[config.mk]
export PLATFORM = sky130hd
export DESIGN_NAME = rcpu_io_uart
export DESIGN_NICKNAME = d
export VERILOG_FILES = /design/src/rtl/rcpu_io_pkg.sv /design/src/rtl/rcpu_sync_fifo.sv /design/src/rtl/rcpu_io_uart.sv
export SDC_FILE = /design/constraint.sdc
export NUM_CORES = 1
export LEC_CHECK = 0
export CAP_MARGIN = 20
export CELL_PAD_IN_SITES_DETAIL_PLACEMENT = 0
export CELL_PAD_IN_SITES_GLOBAL_PLACEMENT = 1
export CORE_UTILIZATION = 35
export DETAILED_ROUTE_END_ITERATION = 8
export PLACE_DENSITY = 0.57
export SYNTH_ARGS = -nofsm -noshare
export SYNTH_HDL_FRONTEND = slang
export SYNTH_SLANG_ARGS = --single-unit
[constraint.sdc]
create_clock -name clk -period 4 [get_ports clk]
set_input_delay 0.4 -clock clk [delete_from_list [all_inputs] [get_ports clk]]
set_output_delay 0.4 -clock clk [all_outputs]
set_load 0.03 [all_outputs]
[src/rtl/rcpu_io_pkg.sv]
// rtl/rcpu_io_pkg.sv - shared constants and FSM state types for the RCPU IO UART
// Contents:
//   REG_DATA / REG_STATUS : register offsets from the peripheral base address
//   ST_*                  : bit positions inside the STATUS word
//   tx_state_e/rx_state_e : serialiser / deserialiser FSM states
package rcpu_io_pkg;

  localparam logic [15:0] REG_DATA   = 16'd0;
  localparam logic [15:0] REG_STATUS = 16'd1;

  localparam int ST_RX_VALID   = 0;
  localparam int ST_TX_FULL    = 1;
  localparam int ST_RX_OVERRUN = 2;
  localparam int ST_TX_IDLE    = 3;
  localparam int ST_FRAME_ERR  = 4;

  typedef enum logic [1:0] {TX_IDLE, TX_START, TX_DATA, TX_STOP} tx_state_e;
  typedef enum logic [1:0] {RX_IDLE, RX_START, RX_DATA, RX_STOP} rx_state_e;

endpackage

[src/rtl/rcpu_sync_fifo.sv]
// rtl/rcpu_sync_fifo.sv - single-clock FIFO with extra-MSB pointers
// Ports:
//   clk_i, rst_ni       : clock, asynchronous active-low reset
//   push_i, wdata_i     : write request and data (ignored when full unless popping)
//   pop_i, rdata_o      : read request and head-of-queue data (show-ahead)
//   full_o, empty_o     : occupancy flags
module rcpu_sync_fifo #(
  parameter int DEPTH = 8,
  parameter int WIDTH = 8
) (
  input  logic             clk_i,
  input  logic             rst_ni,
  input  logic             push_i,
  input  logic [WIDTH-1:0] wdata_i,
  input  logic             pop_i,
  output logic [WIDTH-1:0] rdata_o,
  output logic             full_o,
  output logic             empty_o
);

  localparam int AW = $clog2(DEPTH);
  localparam logic [AW:0] PTR_ONE = 1;

  logic [WIDTH-1:0] mem_q [DEPTH];
  logic [AW:0]      wr_ptr_q;
  logic [AW:0]      rd_ptr_q;
  logic             do_push;
  logic             do_pop;

  assign empty_o = (wr_ptr_q == rd_ptr_q);
  assign full_o  = (wr_ptr_q[AW] != rd_ptr_q[AW]) && (wr_ptr_q[AW-1:0] == rd_ptr_q[AW-1:0]);
  // A pop frees a slot in the same cycle, so a push into a full FIFO is
  // accepted when it coincides with a pop.
  assign do_pop  = pop_i && !empty_o;
  assign do_push = push_i && (!full_o || do_pop);
  assign rdata_o = mem_q[rd_ptr_q[AW-1:0]];

  always_ff @(posedge clk_i or negedge rst_ni) begin
    if (!rst_ni) begin
      wr_ptr_q <= '0;
      rd_ptr_q <= '0;
    end else begin
      if (do_push) wr_ptr_q <= wr_ptr_q + PTR_ONE;
      if (do_pop)  rd_ptr_q <= rd_ptr_q + PTR_ONE;
    end
  end

  always_ff @(posedge clk_i) begin
    if (do_push) mem_q[wr_ptr_q[AW-1:0]] <= wdata_i;
  end

endmodule

[src/rtl/rcpu_io_uart.sv]
// rtl/rcpu_io_uart.sv - memory-mapped 8N1 UART on the RCPU io_* bus
// Ports:
//   clk, resetq                     : clock, asynchronous active-low reset
//   io_read_enable, io_write_enable : one-cycle CPU access strobes
//   io_address, io_write_data       : 16-bit address (full decode), write data [7:0]
//   io_read_data                    : registered read data, one cycle after the strobe
//   uart_rx, uart_tx                : serial lines, idle high
module rcpu_io_uart
  import rcpu_io_pkg::*;
#(
  parameter int          CLKS_PER_BIT = 104,
  parameter int          FIFO_DEPTH   = 8,
  parameter logic [15:0] BASE_ADDR    = 16'h0000
) (
  input  logic        clk,
  input  logic        resetq,
  input  logic        io_read_enable,
  input  logic        io_write_enable,
  input  logic [15:0] io_address,
  input  logic [15:0] io_write_data,
  output logic [15:0] io_read_data,
  input  logic        uart_rx,
  output logic        uart_tx
);

  localparam int          CW          = $clog2(CLKS_PER_BIT);
  localparam logic [CW-1:0] BAUD_ONE  = 1;
  localparam logic [CW-1:0] BAUD_LAST = CW'(CLKS_PER_BIT - 1);
  localparam logic [CW-1:0] BAUD_HALF = CW'(CLKS_PER_BIT / 2 - 1);
  localparam logic [15:0] DATA_ADDR   = BASE_ADDR + REG_DATA;
  localparam logic [15:0] STATUS_ADDR = BASE_ADDR + REG_STATUS;

  // Bus decode
  logic sel_data, sel_status, data_rd, status_rd;
  logic unused_wdata_hi;
  assign sel_data        = (io_address == DATA_ADDR);
  assign sel_status      = (io_address == STATUS_ADDR);
  assign data_rd         = io_read_enable && sel_data;
  assign status_rd       = io_read_enable && sel_status;
  assign unused_wdata_hi = ^io_write_data[15:8];

  // FIFOs
  logic       tx_push, tx_pop, tx_full, tx_empty;
  logic       rx_push, rx_pop, rx_full, rx_empty;
  logic [7:0] tx_rdata, rx_rdata;

  assign tx_push = io_write_enable && sel_data;
  assign rx_pop  = data_rd && !rx_empty;

  rcpu_sync_fifo #(.DEPTH(FIFO_DEPTH), .WIDTH(8)) u_tx_fifo (
    .clk_i(clk), .rst_ni(resetq), .push_i(tx_push), .wdata_i(io_write_data[7:0]),
    .pop_i(tx_pop), .rdata_o(tx_rdata), .full_o(tx_full), .empty_o(tx_empty)
  );

  // TX serialiser
  tx_state_e     tx_state_q, tx_state_d;
  logic [CW-1:0] tx_baud_q, tx_baud_d;
  logic [2:0]    tx_bit_q, tx_bit_d;
  logic [7:0]    tx_shift_q, tx_shift_d;
  logic          tx_out_q, tx_out_d;

  always_comb begin
    tx_state_d = tx_state_q;
    tx_baud_d  = tx_baud_q + BAUD_ONE;
    tx_bit_d   = tx_bit_q;
    tx_shift_d = tx_shift_q;
    tx_out_d   = tx_out_q;
    tx_pop     = 1'b0;
    case (tx_state_q)
      TX_IDLE: begin
        tx_baud_d = '0;
        tx_out_d  = 1'b1;
        if (!tx_empty) begin
          tx_pop     = 1'b1;
          tx_shift_d = tx_rdata;
          tx_state_d = TX_START;
          tx_out_d   = 1'b0;
        end
      end
      TX_START: begin
        if (tx_baud_q == BAUD_LAST) begin
          tx_baud_d  = '0;
          tx_bit_d   = '0;
          tx_state_d = TX_DATA;
          tx_out_d   = tx_shift_q[0];
        end
      end
      TX_DATA: begin
        if (tx_baud_q == BAUD_LAST) begin
          tx_baud_d = '0;
          if (tx_bit_q == 3'd7) begin
            tx_state_d = TX_STOP;
            tx_out_d   = 1'b1;
          end else begin
            tx_bit_d   = tx_bit_q + 3'd1;
            tx_shift_d = {1'b0, tx_shift_q[7:1]};
            tx_out_d   = tx_shift_q[1];
          end
        end
      end
      TX_STOP: begin
        if (tx_baud_q == BAUD_LAST) begin
          tx_baud_d = '0;
          // Chain straight into the next start bit so frames have no gap.
          if (!tx_empty) begin
            tx_pop     = 1'b1;
            tx_shift_d = tx_rdata;
            tx_state_d = TX_START;
            tx_out_d   = 1'b0;
          end else begin
            tx_state_d = TX_IDLE;
            tx_out_d   = 1'b1;
          end
        end
      end
      default: tx_state_d = TX_IDLE;
    endcase
  end

  always_ff @(posedge clk or negedge resetq) begin
    if (!resetq) begin
      tx_state_q <= TX_IDLE;
      tx_baud_q  <= '0;
      tx_bit_q   <= '0;
      tx_shift_q <= '0;
      tx_out_q   <= 1'b1;
    end else begin
      tx_state_q <= tx_state_d;
      tx_baud_q  <= tx_baud_d;
      tx_bit_q   <= tx_bit_d;
      tx_shift_q <= tx_shift_d;
      tx_out_q   <= tx_out_d;
    end
  end

  assign uart_tx = tx_out_q;

  // RX deserialiser; rx_prev_q gives falling-edge detection on the synchronised line
  logic          rx_meta_q, rx_sync_q, rx_prev_q;
  rx_state_e     rx_state_q, rx_state_d;
  logic [CW-1:0] rx_baud_q, rx_baud_d;
  logic [2:0]    rx_bit_q, rx_bit_d;
  logic [7:0]    rx_shift_q, rx_shift_d;
  logic          ovr_set, fe_set;

  always_comb begin
    rx_state_d = rx_state_q;
    rx_baud_d  = rx_baud_q + BAUD_ONE;
    rx_bit_d   = rx_bit_q;
    rx_shift_d = rx_shift_q;
    rx_push    = 1'b0;
    ovr_set    = 1'b0;
    fe_set     = 1'b0;
    case (rx_state_q)
      RX_IDLE: begin
        rx_baud_d = '0;
        if (rx_prev_q && !rx_sync_q) rx_state_d = RX_START;
      end
      RX_START: begin
        // Mid-start check; later samples fall a whole bit apart from here.
        if (rx_baud_q == BAUD_HALF) begin
          rx_baud_d = '0;
          rx_bit_d  = '0;
          rx_state_d = rx_sync_q ? RX_IDLE : RX_DATA;
        end
      end
      RX_DATA: begin
        if (rx_baud_q == BAUD_LAST) begin
          rx_baud_d  = '0;
          rx_shift_d = {rx_sync_q, rx_shift_q[7:1]};
          if (rx_bit_q == 3'd7) rx_state_d = RX_STOP;
          else                  rx_bit_d   = rx_bit_q + 3'd1;
        end
      end
      RX_STOP: begin
        if (rx_baud_q == BAUD_LAST) begin
          rx_baud_d  = '0;
          rx_state_d = RX_IDLE;
          if (rx_sync_q) begin
            rx_push = 1'b1;
            // A concurrent CPU pop makes room, so that is not an overrun.
            if (rx_full && !rx_pop) ovr_set = 1'b1;
          end else begin
            fe_set = 1'b1;
          end
        end
      end
      default: rx_state_d = RX_IDLE;
    endcase
  end

  always_ff @(posedge clk or negedge resetq) begin
    if (!resetq) begin
      rx_meta_q  <= 1'b1;
      rx_sync_q  <= 1'b1;
      rx_prev_q  <= 1'b1;
      rx_state_q <= RX_IDLE;
      rx_baud_q  <= '0;
      rx_bit_q   <= '0;
      rx_shift_q <= '0;
    end else begin
      rx_meta_q  <= uart_rx;
      rx_sync_q  <= rx_meta_q;
      rx_prev_q  <= rx_sync_q;
      rx_state_q <= rx_state_d;
      rx_baud_q  <= rx_baud_d;
      rx_bit_q   <= rx_bit_d;
      rx_shift_q <= rx_shift_d;
    end
  end

  rcpu_sync_fifo #(.DEPTH(FIFO_DEPTH), .WIDTH(8)) u_rx_fifo (
    .clk_i(clk), .rst_ni(resetq), .push_i(rx_push), .wdata_i(rx_shift_q),
    .pop_i(rx_pop), .rdata_o(rx_rdata), .full_o(rx_full), .empty_o(rx_empty)
  );

  // Sticky flags: a set in the same cycle as the clearing read wins.
  logic overrun_q, overrun_d, frame_err_q, frame_err_d;
  assign overrun_d   = ovr_set | (overrun_q & ~status_rd);
  assign frame_err_d = fe_set | (frame_err_q & ~status_rd);

  logic [15:0] status_word, rd_data_q, rd_data_d;

  always_comb begin
    status_word                = '0;
    status_word[ST_RX_VALID]   = !rx_empty;
    status_word[ST_TX_FULL]    = tx_full;
    status_word[ST_RX_OVERRUN] = overrun_q;
    status_word[ST_TX_IDLE]    = (tx_state_q == TX_IDLE) && tx_empty;
    status_word[ST_FRAME_ERR]  = frame_err_q;
  end

  always_comb begin
    rd_data_d = rd_data_q;
    if (io_read_enable) begin
      rd_data_d = '0;
      if (sel_data && !rx_empty) rd_data_d = {8'h00, rx_rdata};
      else if (sel_status)       rd_data_d = status_word;
    end
  end

  always_ff @(posedge clk or negedge resetq) begin
    if (!resetq) begin
      overrun_q   <= 1'b0;
      frame_err_q <= 1'b0;
      rd_data_q   <= '0;
    end else begin
      overrun_q   <= overrun_d;
      frame_err_q <= frame_err_d;
      rd_data_q   <= rd_data_d;
    end
  end

  assign io_read_data = rd_data_q;

endmodule

==> metrics.md, run 1 <==
| Metric | Value |
|---|---|
| Status | complete, no violations |
| Placed instance count | 897 |
| Total power draw | 5038 uW |
| CTS Buffer Depth | 2 |
| CTS tree | built |
| Number of flops mapped to enable cells by yosys | 128 |
| Fmax | 348.8 MHz |
| Synthesis-stage register bit count | 198 |
| Crit Path Class | reg -> reg |
| Number of buffers added on ports | 37 |
| Root Driver | clkbuf_16 |
| Starting Density | 35.85% |
| Clock Skew | 0.01156 ns |
| Die height | 157.3 um |
| Initial DRC count | 210 |
| Final antenna-violating net count | 0 |
| Crit. Startpoint | tx_state_q[1] |
| Initial antenna violation count | 0 |
| HPWL after DPL | 10.58 mm |
| Max transition margin | 38.02% |
| Gr usage total | 13.92% |
| Yosys warnings | 0 |
| Slew of the pin with the lowest slew margin | 0.9298 ns |
| Design area | 9833 um2 |
| Clock Sinks | 198 |
| Avg WL per Cell | 17.09 um |
| First-pass detailed-route iteration total | 4 |
| Core box area | 23540 um2 |
| Antenna diodes | 0 |
| Via Count | 4534 |
| Sequential fraction of the synthesis area | 66.35% |
| Clock power frac | 32.3% |
| DR DRC count | 0 |
| RSZ-0062 raised after global routing | false |
| Final Setup Violations | 0 |
| H-tree levels | 4 |
| Critical Path End Type | flop |
| Crit path required time | 4.14 ns |
| VDD IR-drop max | 0.2512 mV |
| Final RePlAce weighted congestion | 0.7308 |
| Largest stage delay on the critical path | 0.54 ns |
| Post-synth top flop | edfxtp_1 |
| Sw Share | 28.73% |
| Critical Path Fanout Max | 8 |
| Worst-path clk slew | 0.08 ns |
| Post-CTS Resized | 0 |
| Highest-count cells in the layout ignoring fill and taps | edfxtp_1 (128), dfrtp_1 (66), clkdlybuf4s50_1 (36) |
| Postcts setup bufs | 0 |
| Syn Std Cell Area | 8441 um2 |
| Power per standard cell area | 512.3 nW/um2 |
| Net switching power | 1448 uW |
| Routed WL | 15.88 mm |
| Ys async rst share | 35.35% |
| Area Overhead vs Synth | 16.50% |
| Die span in x | 157.3 um |
| Final non-filler cell total | 929 |
| Post-synth cell types | 55 |
| LEAKAGE | 0.003824 uW |
| Min-delay worst type | in -> async |
| Slowest CP cell | a2111oi_4 |
| Layout cells sized above 1 | 20.16% |
| Min cycle time layout | 2.867 ns |
| Crit path DAT | 3.00 ns |
| First-pass GRT wire length | 25.35 mm |
| Grt ovf | 0 |
| Category of the worst setup path launch point | flop |
| Final net count | 649 |
| Cts bufs inserted | 17 |
| Dpl cell area | 9269 um2 |
| Register share of total power | 47.5% |
| Largest net degree at the start of global routing | 71 |
| Final Hold Vio Count | 0 |
| Max Slew Vio Count | 0 |
| Vias in the first global route | 4621 |
| Syn avg cell area | 15.69 um2 |
| Critical-path cell list | inv_1 > ha_1 > nor2b_1 > a32oi_1 > a2111oi_4 > nand2b_1 > nor2_1 > buf_4 |
| Comb pwr share | 20.1% |
| Cts hold-fix bufs | 0 |
| Vias per cell | 4.881 |
| Setup TNS | 0 ns |
| Mapped Cells | 538 |
| Commonest non-fill, non-tap cell in the layout | edfxtp_1 |
| Clk_lat worst skew | 0.43 ns |
| Internal power | 3590 uW |
| Reg2reg start | tx_state_q[1] |
| Die area | 24740 um2 |
| Row cnt | 56 |
| I/O pin cnt | 54 |
| Final period utilization | 71.67% |
| Max Cap Viol | 0 |
[logic make-up after synthesis]
group | Yosys count | synth area share (%)
DFF | 198 | 66.35
and+or+nand+nor | 146 | 9.265
muxes | 66 | 12.93
AOI/OAI and AO/OA | 44 | 3.988
buffers and inverters | 40 | 2.298
xor gates and xnor gates | 28 | 2.905
adders and majority gates | 15 | 2.224
other | 1 | 0.04443
[cells in the mapped netlist, types with 4 or more instances]
cell type  number  share of area (%)
inv_1          11               0.49
nor4b_1         4               0.42
mux2_2         24                3.2
ha_1           15                2.2
o21ai_0        13               0.77
edfxtp_1      128                 46
mux4_2         32                8.5
dfstp_2         4                1.2
nor4_1          7               0.52
clkbuf_1       10               0.44
nor3b_1         4               0.36
dfrtp_1        66                 20
mux2i_1        10                1.2
and3_1          7               0.52
nand2b_1        6               0.44
xnor2_1        12                1.2
nor2_1         31                1.4
nand2_1        27                1.2
nor2b_1        10               0.74
nor3_1         11               0.65
nand3_1        20                1.2
nand4_1         4               0.30
a21oi_1         7               0.42
xor2_1         16                1.7
buf_4           9               0.80
buf_2           7               0.42
a221o_1         6               0.71
[per-stage QoR]
step                      setup slack [ns]  hold WS [ns]  util [%]
after detailed placement            0.8222        0.3473     39.37
after global routing                0.8023        0.1520     41.77
after CTS                            1.080        0.1437     41.77
after global placement              0.7836        0.3465     39.37
after floorplan                      1.074        0.1044         -
final                                1.133       0.08372     41.77
[worst max-delay path: cells and delay by family (launching register included)]
family                     cells  cell delay, ns
adders and majority gates      1            0.39
buffers and inverters          2            0.34
DFF                            1            0.41
AOI/OAI and AO/OA              2            0.74
and+or+nand+nor                3            0.69
[power by group through the flow]
stage,Clock [uW],Combinational [uW],Sequential [uW]
6_report,1630,1010,2390
5_1_grt,1750,1140,2410
4_1_cts,1680,1040,2390
3_5_place_dp,0,1040,2440
3_3_place_gp,0,1010,2430
2_1_floorplan,0,789,2410
[sequential cells by signal, summed over array words and instances (netlist names), 2 cells and up, named ones only]
signal,count
u_tx_fifo.wr_ptr_q,4
tx_bit_q,3
rx_bit_q,3
tx_baud_q,7
u_rx_fifo.wr_ptr_q,4
u_tx_fifo.rd_ptr_q,4
u_rx_fifo.mem_q,64
u_rx_fifo.rd_ptr_q,4
io_read_data,8
rx_baud_q,7
tx_state_q,2
rx_shift_q,8
tx_shift_q,8
u_tx_fifo.mem_q,64
[path summary, 6_finish.rpt]
kind	end	slack, ns	cells past startpoint
min	io_read_data[5]	0.08	1
max reg2reg	u_tx_fifo.mem_q[1][1]	1.13	8
min reg2reg	rx_sync_q	0.36	0
max in group asynchronous	async pin	3.28	1
min in group clk	rx_sync_q	0.36	0
max	u_tx_fifo.mem_q[1][1]	1.13	8
[metal layers]
layer	track usage (%)	wire length [um]	vias up	part of all wire, %
met5	0	0	-	0
met4	4.623	188	0	1.2
met3	2.946	450	10	2.8
met2	22.21	7520	65	47
met1	18.91	7716	2307	49
li1	-	-	2152	-
[area by class of cell]
class	count	area (um2)
well taps	319	399.1
fillers	2178	13710
clock inverters	14	135.1
repair buffers	62	555.5
inverters	11	41.29
multi-input cells	307	2673
flip-flops and latches	198	5600
clock buffers	18	429.2
Note: power is estimated with default switching activity, not from simulation.
==> run 2, diff against run 1 <==
PLACE_DENSITY = 0.59   (was 0.57)
clock period = 2.61 ns   (was 4 ns; I/O delays follow)
==> metrics.md, run 2 (synthesis results as in run 1) <==
| Metric | Value |
|---|---|
| Status | complete, no violations (unchanged) |
| Root Driver | clkbuf_16 (unchanged) |
| Final net count | 675 (was 649) |
| VDD IR-drop max | 0.4219 mV (was 0.2512 mV) |
| First-pass detailed-route iteration total | 4 (unchanged) |
| Commonest non-fill, non-tap cell in the layout | edfxtp_1 (unchanged) |
| Grt ovf | 0 (unchanged) |
| Vias per cell | 4.857 (was 4.881) |
| Largest net degree at the start of global routing | 51 (was 71) |
| CTS tree | built (unchanged) |
| Cts bufs inserted | 17 (unchanged) |
| Critical Path End Type | flop (unchanged) |
| Die area | 24740 um2 (unchanged) |
| Die span in x | 157.3 um (unchanged) |
| Highest-count cells in the layout ignoring fill and taps | edfxtp_1 (128), dfrtp_1 (65), buf_4 (44) (was edfxtp_1 (128), dfrtp_1 (66), clkdlybuf4s50_1 (36)) |
| Routed WL | 16.22 mm (was 15.88 mm) |
| Max Cap Viol | 0 (unchanged) |
| Initial antenna violation count | 0 (unchanged) |
| Critical-path cell list | buf_4 > ha_2 > nor2b_1 > a32oi_2 > a2111oi_4 > nand2b_1 > nor3_2 > buf_6 (was inv_1 > ha_1 > nor2b_1 > a32oi_1 > a2111oi_4 > nand2b_1 > nor2_1 > buf_4) |
| HPWL after DPL | 11.01 mm (was 10.58 mm) |
| Min-delay worst type | in -> reg (was in -> async) |
| Slew of the pin with the lowest slew margin | 0.7172 ns (was 0.9298 ns) |
| Placed instance count | 919 (was 897) |
| Crit Path Class | reg -> reg (unchanged) |
| Clk_lat worst skew | 0.43 ns (about the same) |
| Slowest CP cell | a2111oi_4 (unchanged) |
| Area Overhead vs Synth | 20.93% (was 16.50%) |
| Max Slew Vio Count | 0 (unchanged) |
| Largest stage delay on the critical path | 0.49 ns (was 0.54 ns) |
| Final Setup Violations | 0 (unchanged) |
| Min cycle time layout | 2.521 ns (was 2.867 ns) |
| Die height | 157.3 um (unchanged) |
| Category of the worst setup path launch point | flop (unchanged) |
| LEAKAGE | 0.004009 uW (was 0.003824 uW) |
| Crit path DAT | 2.66 ns (was 3.00 ns) |
| Final antenna-violating net count | 0 (unchanged) |
| Avg WL per Cell | 16.98 um (was 17.09 um) |
| Worst-path clk slew | 0.07 ns (was 0.08 ns) |
| Dpl cell area | 9488 um2 (was 9269 um2) |
| Crit path required time | 2.75 ns (was 4.14 ns) |
| I/O pin cnt | 54 (unchanged) |
| Core box area | 23540 um2 (unchanged) |
| H-tree levels | 4 (unchanged) |
| Final Hold Vio Count | 0 (unchanged) |
| CTS Buffer Depth | 2 (unchanged) |
| Final RePlAce weighted congestion | 0.7498 (was 0.7308) |
| Fmax | 396.6 MHz (was 348.8 MHz) |
| Final period utilization | 96.60% (was 71.67%) |
| Antenna diodes | 0 (unchanged) |
| Via Count | 4638 (was 4534) |
| Clock Sinks | 198 (unchanged) |
| Number of buffers added on ports | 37 (unchanged) |
| Vias in the first global route | 4803 (was 4621) |
| First-pass GRT wire length | 26.18 mm (was 25.35 mm) |
| Final non-filler cell total | 955 (was 929) |
| DR DRC count | 0 (unchanged) |
| Max transition margin | 52.18% (was 38.02%) |
| Starting Density | 35.85% (unchanged) |
| Layout cells sized above 1 | 25.63% (was 20.16%) |
| Power per standard cell area | 788.1 nW/um2 (was 512.3 nW/um2) |
| Critical Path Fanout Max | 8 (unchanged) |
| Gr usage total | 14.31% (was 13.92%) |
| Clock Skew | 0.01466 ns (was 0.01156 ns) |
| Design area | 10210 um2 (was 9833 um2) |
| Row cnt | 56 (unchanged) |
| Initial DRC count | 269 (was 210) |
## run 2: cell types whose count changed in the layout (fill, tap and decap cells not counted), sizes merged
| cell | delta |
|---|---|
| buf | +25 |
| clkinv | +5 |
| clkinvlp | -3 |
| clkbuf | -1 |
| dlygate4sd3 | +1 |
| inv | -1 |
## run 2: routing by layer
| layer | vias to the layer above | global-route usage, % | share of wire [%] |
|---|---|---|---|
| met5 | - | 0 | 0 |
| met3 | 11 | 2.781 | 3.0 |
| li1 | 2216 | - | - |
| met2 | 73 | 22.69 | 48 |
| met4 | 0 | 4.577 | 0.84 |
| met1 | 2338 | 19.76 | 48 |
## run 2: path summary, 6_finish.rpt
path | start | to | slack, ns | cells after the start
max in group asynchronous | resetq | rx_meta_q | 1.55 | 3
min reg2reg | rx_meta_q | rx_sync_q | 0.36 | 0
min in group asynchronous | resetq | rx_baud_q[5] | 0.41 | 2
max reg2reg | tx_state_q[1] | u_tx_fifo.mem_q[0][7] | 0.09 | 8
max | tx_state_q[1] | u_tx_fifo.mem_q[0][7] | 0.09 | 8
min | uart_rx | rx_meta_q | 0.26 | 1
## run 2: per-stage QoR
step / setup slack (ns) / power (uW) / util, % / setup TNS, ns / hold WS [ns]
global placement: -0.05006 / 5351 / 40.30 / -0.8479 / 0.3471
floorplan: -0.2730 / 4906 / - / -7.345 / -0.03459
CTS: 0.1060 / 8104 / 43.05 / 0 / 0.2330
global route: -0.02586 / 8482 / 43.36 / -0.1171 / 0.2379
finish: 0.08887 / 8045 / 43.36 / 0 / 0.2552
detailed placement: -0.06686 / 5401 / 40.30 / -2.299 / 0.3472
## run 2: timing repair
action                                  CTS  global route
buffers inserted                          0             3
resized for setup                         0            14
hold buffers                              1             0
endpoints found under the setup margin    0            22
hold endpoints to repair                 48             0
## run 2: worst max-delay path: cells and delay by family (launching register included)
kind,cells,cell delay [ns]
DFF,1,0.41
buffers and inverters,2,0.31
and+or+nand+nor,3,0.66
adders and majority gates,1,0.20
AOI/OAI and AO/OA,2,0.66
## run 2: power by group
| part | leakage [uW] | internal (uW) | switching, uW |
|---|---|---|---|
| clock | 0.000306 | 1330 | 1340 |
| combinational | 0.00146 | 828 | 887 |
| sequential | 0.00224 | 3520 | 144 |
| total | 0.00401 | 5680 | 2370 |
## run 2: layout make-up
class	instances	area [um2]
multi-input cells	307	2723
clock inverters	15	211.5
clock buffers	17	425.4
repair buffers	88	805.8
flip-flops and latches	198	5602
inverters	11	41.29
fillers	2121	13340
well taps	319	399.1
==> run 3, diff against run 2 <==
PLACE_DENSITY = 0.57   (was 0.59)
clock period = 3.2 ns   (was 2.61 ns; I/O delays follow)
==> metrics.md, run 3 (synthesis results as in run 1) <==
| Metric | Value |
|---|---|
| Status | finished with violations (was complete, no violations) |
| Failing checks | negative hold slack |
| Comb pwr share | 19.6% (was 21.3%) |
| Met3 Use GR | 3.221% (was 2.781%) |
| Clock Sinks | 198 (unchanged) |
| LEAKAGE | 0.003860 uW (was 0.004009 uW) |
| Grt ovf | 0 (unchanged) |
| Highest-count cells in the layout ignoring fill and taps | edfxtp_1 (128), dfrtp_1 (66), clkdlybuf4s50_1 (36) (was edfxtp_1 (128), dfrtp_1 (65), buf_4 (44)) |
| Clk_lat worst skew | 0.44 ns (was 0.43 ns) |
| Crit Path Class | reg -> reg (unchanged) |
| Critical Path Fanout Max | 8 (unchanged) |
| Final Setup Violations | 0 (unchanged) |
| Initial DRC count | 204 (was 269) |
| Gr busiest metal | met2 (unchanged) |
| Critical-path cell list | inv_1 > ha_1 > nor2b_1 > a32oi_1 > a2111oi_4 > nand2b_1 > nor3_1 > buf_4 (was buf_4 > ha_2 > nor2b_1 > a32oi_2 > a2111oi_4 > nand2b_1 > nor3_2 > buf_6) |
| Max transition margin | 37.33% (was 52.18%) |
| VDD IR-drop max | 0.2702 mV (was 0.4219 mV) |
| Setup TNS | 0 ns (unchanged) |
| DR DRC count | 0 (unchanged) |
| Via Count | 4561 (was 4638) |
| Root Driver | clkbuf_16 (unchanged) |
| Placed instance count | 898 (was 919) |
| Vias per cell | 4.904 (was 4.857) |
| Max Cap Viol | 0 (unchanged) |
| Initial antenna violation count | 0 (unchanged) |
| RSZ-0062 raised after global routing | false |
| Final period utilization | 82.72% (was 96.60%) |
| Clock power frac | 33.8% (was 33.2%) |
| Critical Path End Type | flop (unchanged) |
| Clock Skew | 0.01623 ns (was 0.01466 ns) |
| Slew of the pin with the lowest slew margin | 0.9401 ns (was 0.7172 ns) |
| Total power draw | 6427 uW (was 8045 uW) |
| HPWL after DPL | 10.58 mm (was 11.01 mm) |
| Cts hold-fix bufs | 0 (was 1) |
| Min cycle time layout | 2.647 ns (was 2.521 ns) |
| First-pass GRT wire length | 25.88 mm (was 26.18 mm) |
| Worst-path clk slew | 0.08 ns (was 0.07 ns) |
| Die span in x | 157.3 um (unchanged) |
| H-tree levels | 4 (unchanged) |
| Area Overhead vs Synth | 17.23% (was 20.93%) |
| Die area | 24740 um2 (unchanged) |
| Vias in the first global route | 4691 (was 4803) |
| CTS Buffer Depth | 2 (unchanged) |
| Max Slew Vio Count | 0 (unchanged) |
| Core box area | 23540 um2 (unchanged) |
| Largest stage delay on the critical path | 0.52 ns (was 0.49 ns) |
| Number of buffers added on ports | 37 (unchanged) |
| Pre-CTS worst setup slack | 0.2178 ns (was -0.06686 ns) |
| CTS tree | built (unchanged) |
| Row cnt | 56 (unchanged) |
| Design area | 9894 um2 (was 10210 um2) |
| Crit path DAT | 2.78 ns (was 2.66 ns) |
| Worst r2r path cells | 8 (unchanged) |
| Gr usage total | 14.09% (was 14.31%) |
| Internal power | 4527 uW (was 5676 uW) |
| Commonest non-fill, non-tap cell in the layout | edfxtp_1 (unchanged) |
| Met2 Usage GRT | 22.14% (was 22.69%) |
| Category of the worst setup path launch point | flop (unchanged) |
| Power per standard cell area | 649.5 nW/um2 (was 788.1 nW/um2) |
| Register share of total power | 46.7% (was 45.5%) |
| Post-CTS Resized | 0 (unchanged) |
| Die height | 157.3 um (unchanged) |
| Min-delay worst type | in -> async (was in -> reg) |
| Reg2reg start | tx_state_q[0] (was tx_state_q[1]) |
| Sw Share | 29.56% (was 29.45%) |
| Antenna diodes | 0 (unchanged) |
| Starting Density | 35.85% (unchanged) |
| Slowest CP cell | a2111oi_4 (unchanged) |
| Postcts setup bufs | 0 (unchanged) |
| Net switching power | 1900 uW (was 2369 uW) |
| Crit path required time | 3.33 ns (was 2.75 ns) |
| I/O pin cnt | 54 (unchanged) |
| Final net count | 650 (was 675) |
| Dpl cell area | 9276 um2 (was 9488 um2) |
| First-pass detailed-route iteration total | 4 (unchanged) |
| Fmax | 377.8 MHz (was 396.6 MHz) |
| Cts bufs inserted | 17 (unchanged) |
| Largest net degree at the start of global routing | 71 (was 51) |
| PnR worst setup slack | 0.5531 ns (was 0.08887 ns) |
| Avg WL per Cell | 17.23 um (was 16.98 um) |
| WHS | -0.002669 ns (was 0.2552 ns) |
| Final Hold Vio Count | 2 (was 0) |
| M1 GR Usage | 19.57% (was 19.76%) |
| RR Endpoint | u_tx_fifo.mem_q[0][7] (unchanged) |
| Final RePlAce weighted congestion | 0.7295 (was 0.7498) |
| Final antenna-violating net count | 0 (unchanged) |
| Final non-filler cell total | 930 (was 955) |
| R2R Setup Slk | 0.55 ns (was 0.09 ns) |
| Routed WL | 16.02 mm (was 16.22 mm) |
| Layout cells sized above 1 | 20.62% (was 25.63%) |
==> run 3: layer usage <==
| metal | vias up | share of wire (%) |
|---|---|---|
| met3 | 8 | 3.4 |
| met5 | - | 0 |
| met2 | 79 | 47 |
| met1 | 2321 | 49 |
| li1 | 2153 | - |
| met4 | 0 | 0.75 |
==> run 3: stage by stage <==
step	utilization, %	hold slack, ns
after floorplan	-	0.02441
after CTS	42.03	0.05369
after detailed placement	39.40	0.3470
after global placement	39.40	0.3465
final	42.03	-0.002669
after global routing	42.03	0.07260
==> run 3: worst max-delay path by stage <==
stage,from,to,slack (ns),cells after the start
after floorplan,rx_baud_q[0],u_rx_fifo.mem_q[4][0],0.30,6
after global placement,io_address[9],u_rx_fifo.mem_q[4][6],0.22,7
after detailed placement,io_address[9],u_rx_fifo.mem_q[4][5],0.22,7
after CTS,tx_state_q[0],u_tx_fifo.mem_q[0][0],0.51,8
after global routing,tx_state_q[0],u_tx_fifo.mem_q[2][7],0.32,8
final,tx_state_q[0],u_tx_fifo.mem_q[0][7],0.55,8
==> run 3: critical path: cells and delay by family (launching register included) <==
family          cells  cell delay [ns]
fa+ha+maj           1             0.41
compound gates      2             0.71
simple gates        3             0.51
flops               1             0.39
buf+inv             2             0.33
==> run 3: power by group through the flow <==
stage / registers (uW) / clock network (uW) / logic [uW]
floorplan: 3020 / 0 / 986
global route: 3020 / 2350 / 1400
detailed placement: 3050 / 0 / 1290
global placement: 3050 / 0 / 1260
finish: 3000 / 2170 / 1260
CTS: 3000 / 2250 / 1290
==> run 3: layout make-up <==
cell class	instances	area, um2
Fill cell	2155	13650
Timing Repair Buffer	63	563.0
Clock inverter	15	192.7
Multi-Input combinational cell	307	2673
Sequential cell	198	5600
Clock buffer	17	425.4
Inverter	11	41.29
Tap cell	319	399.1
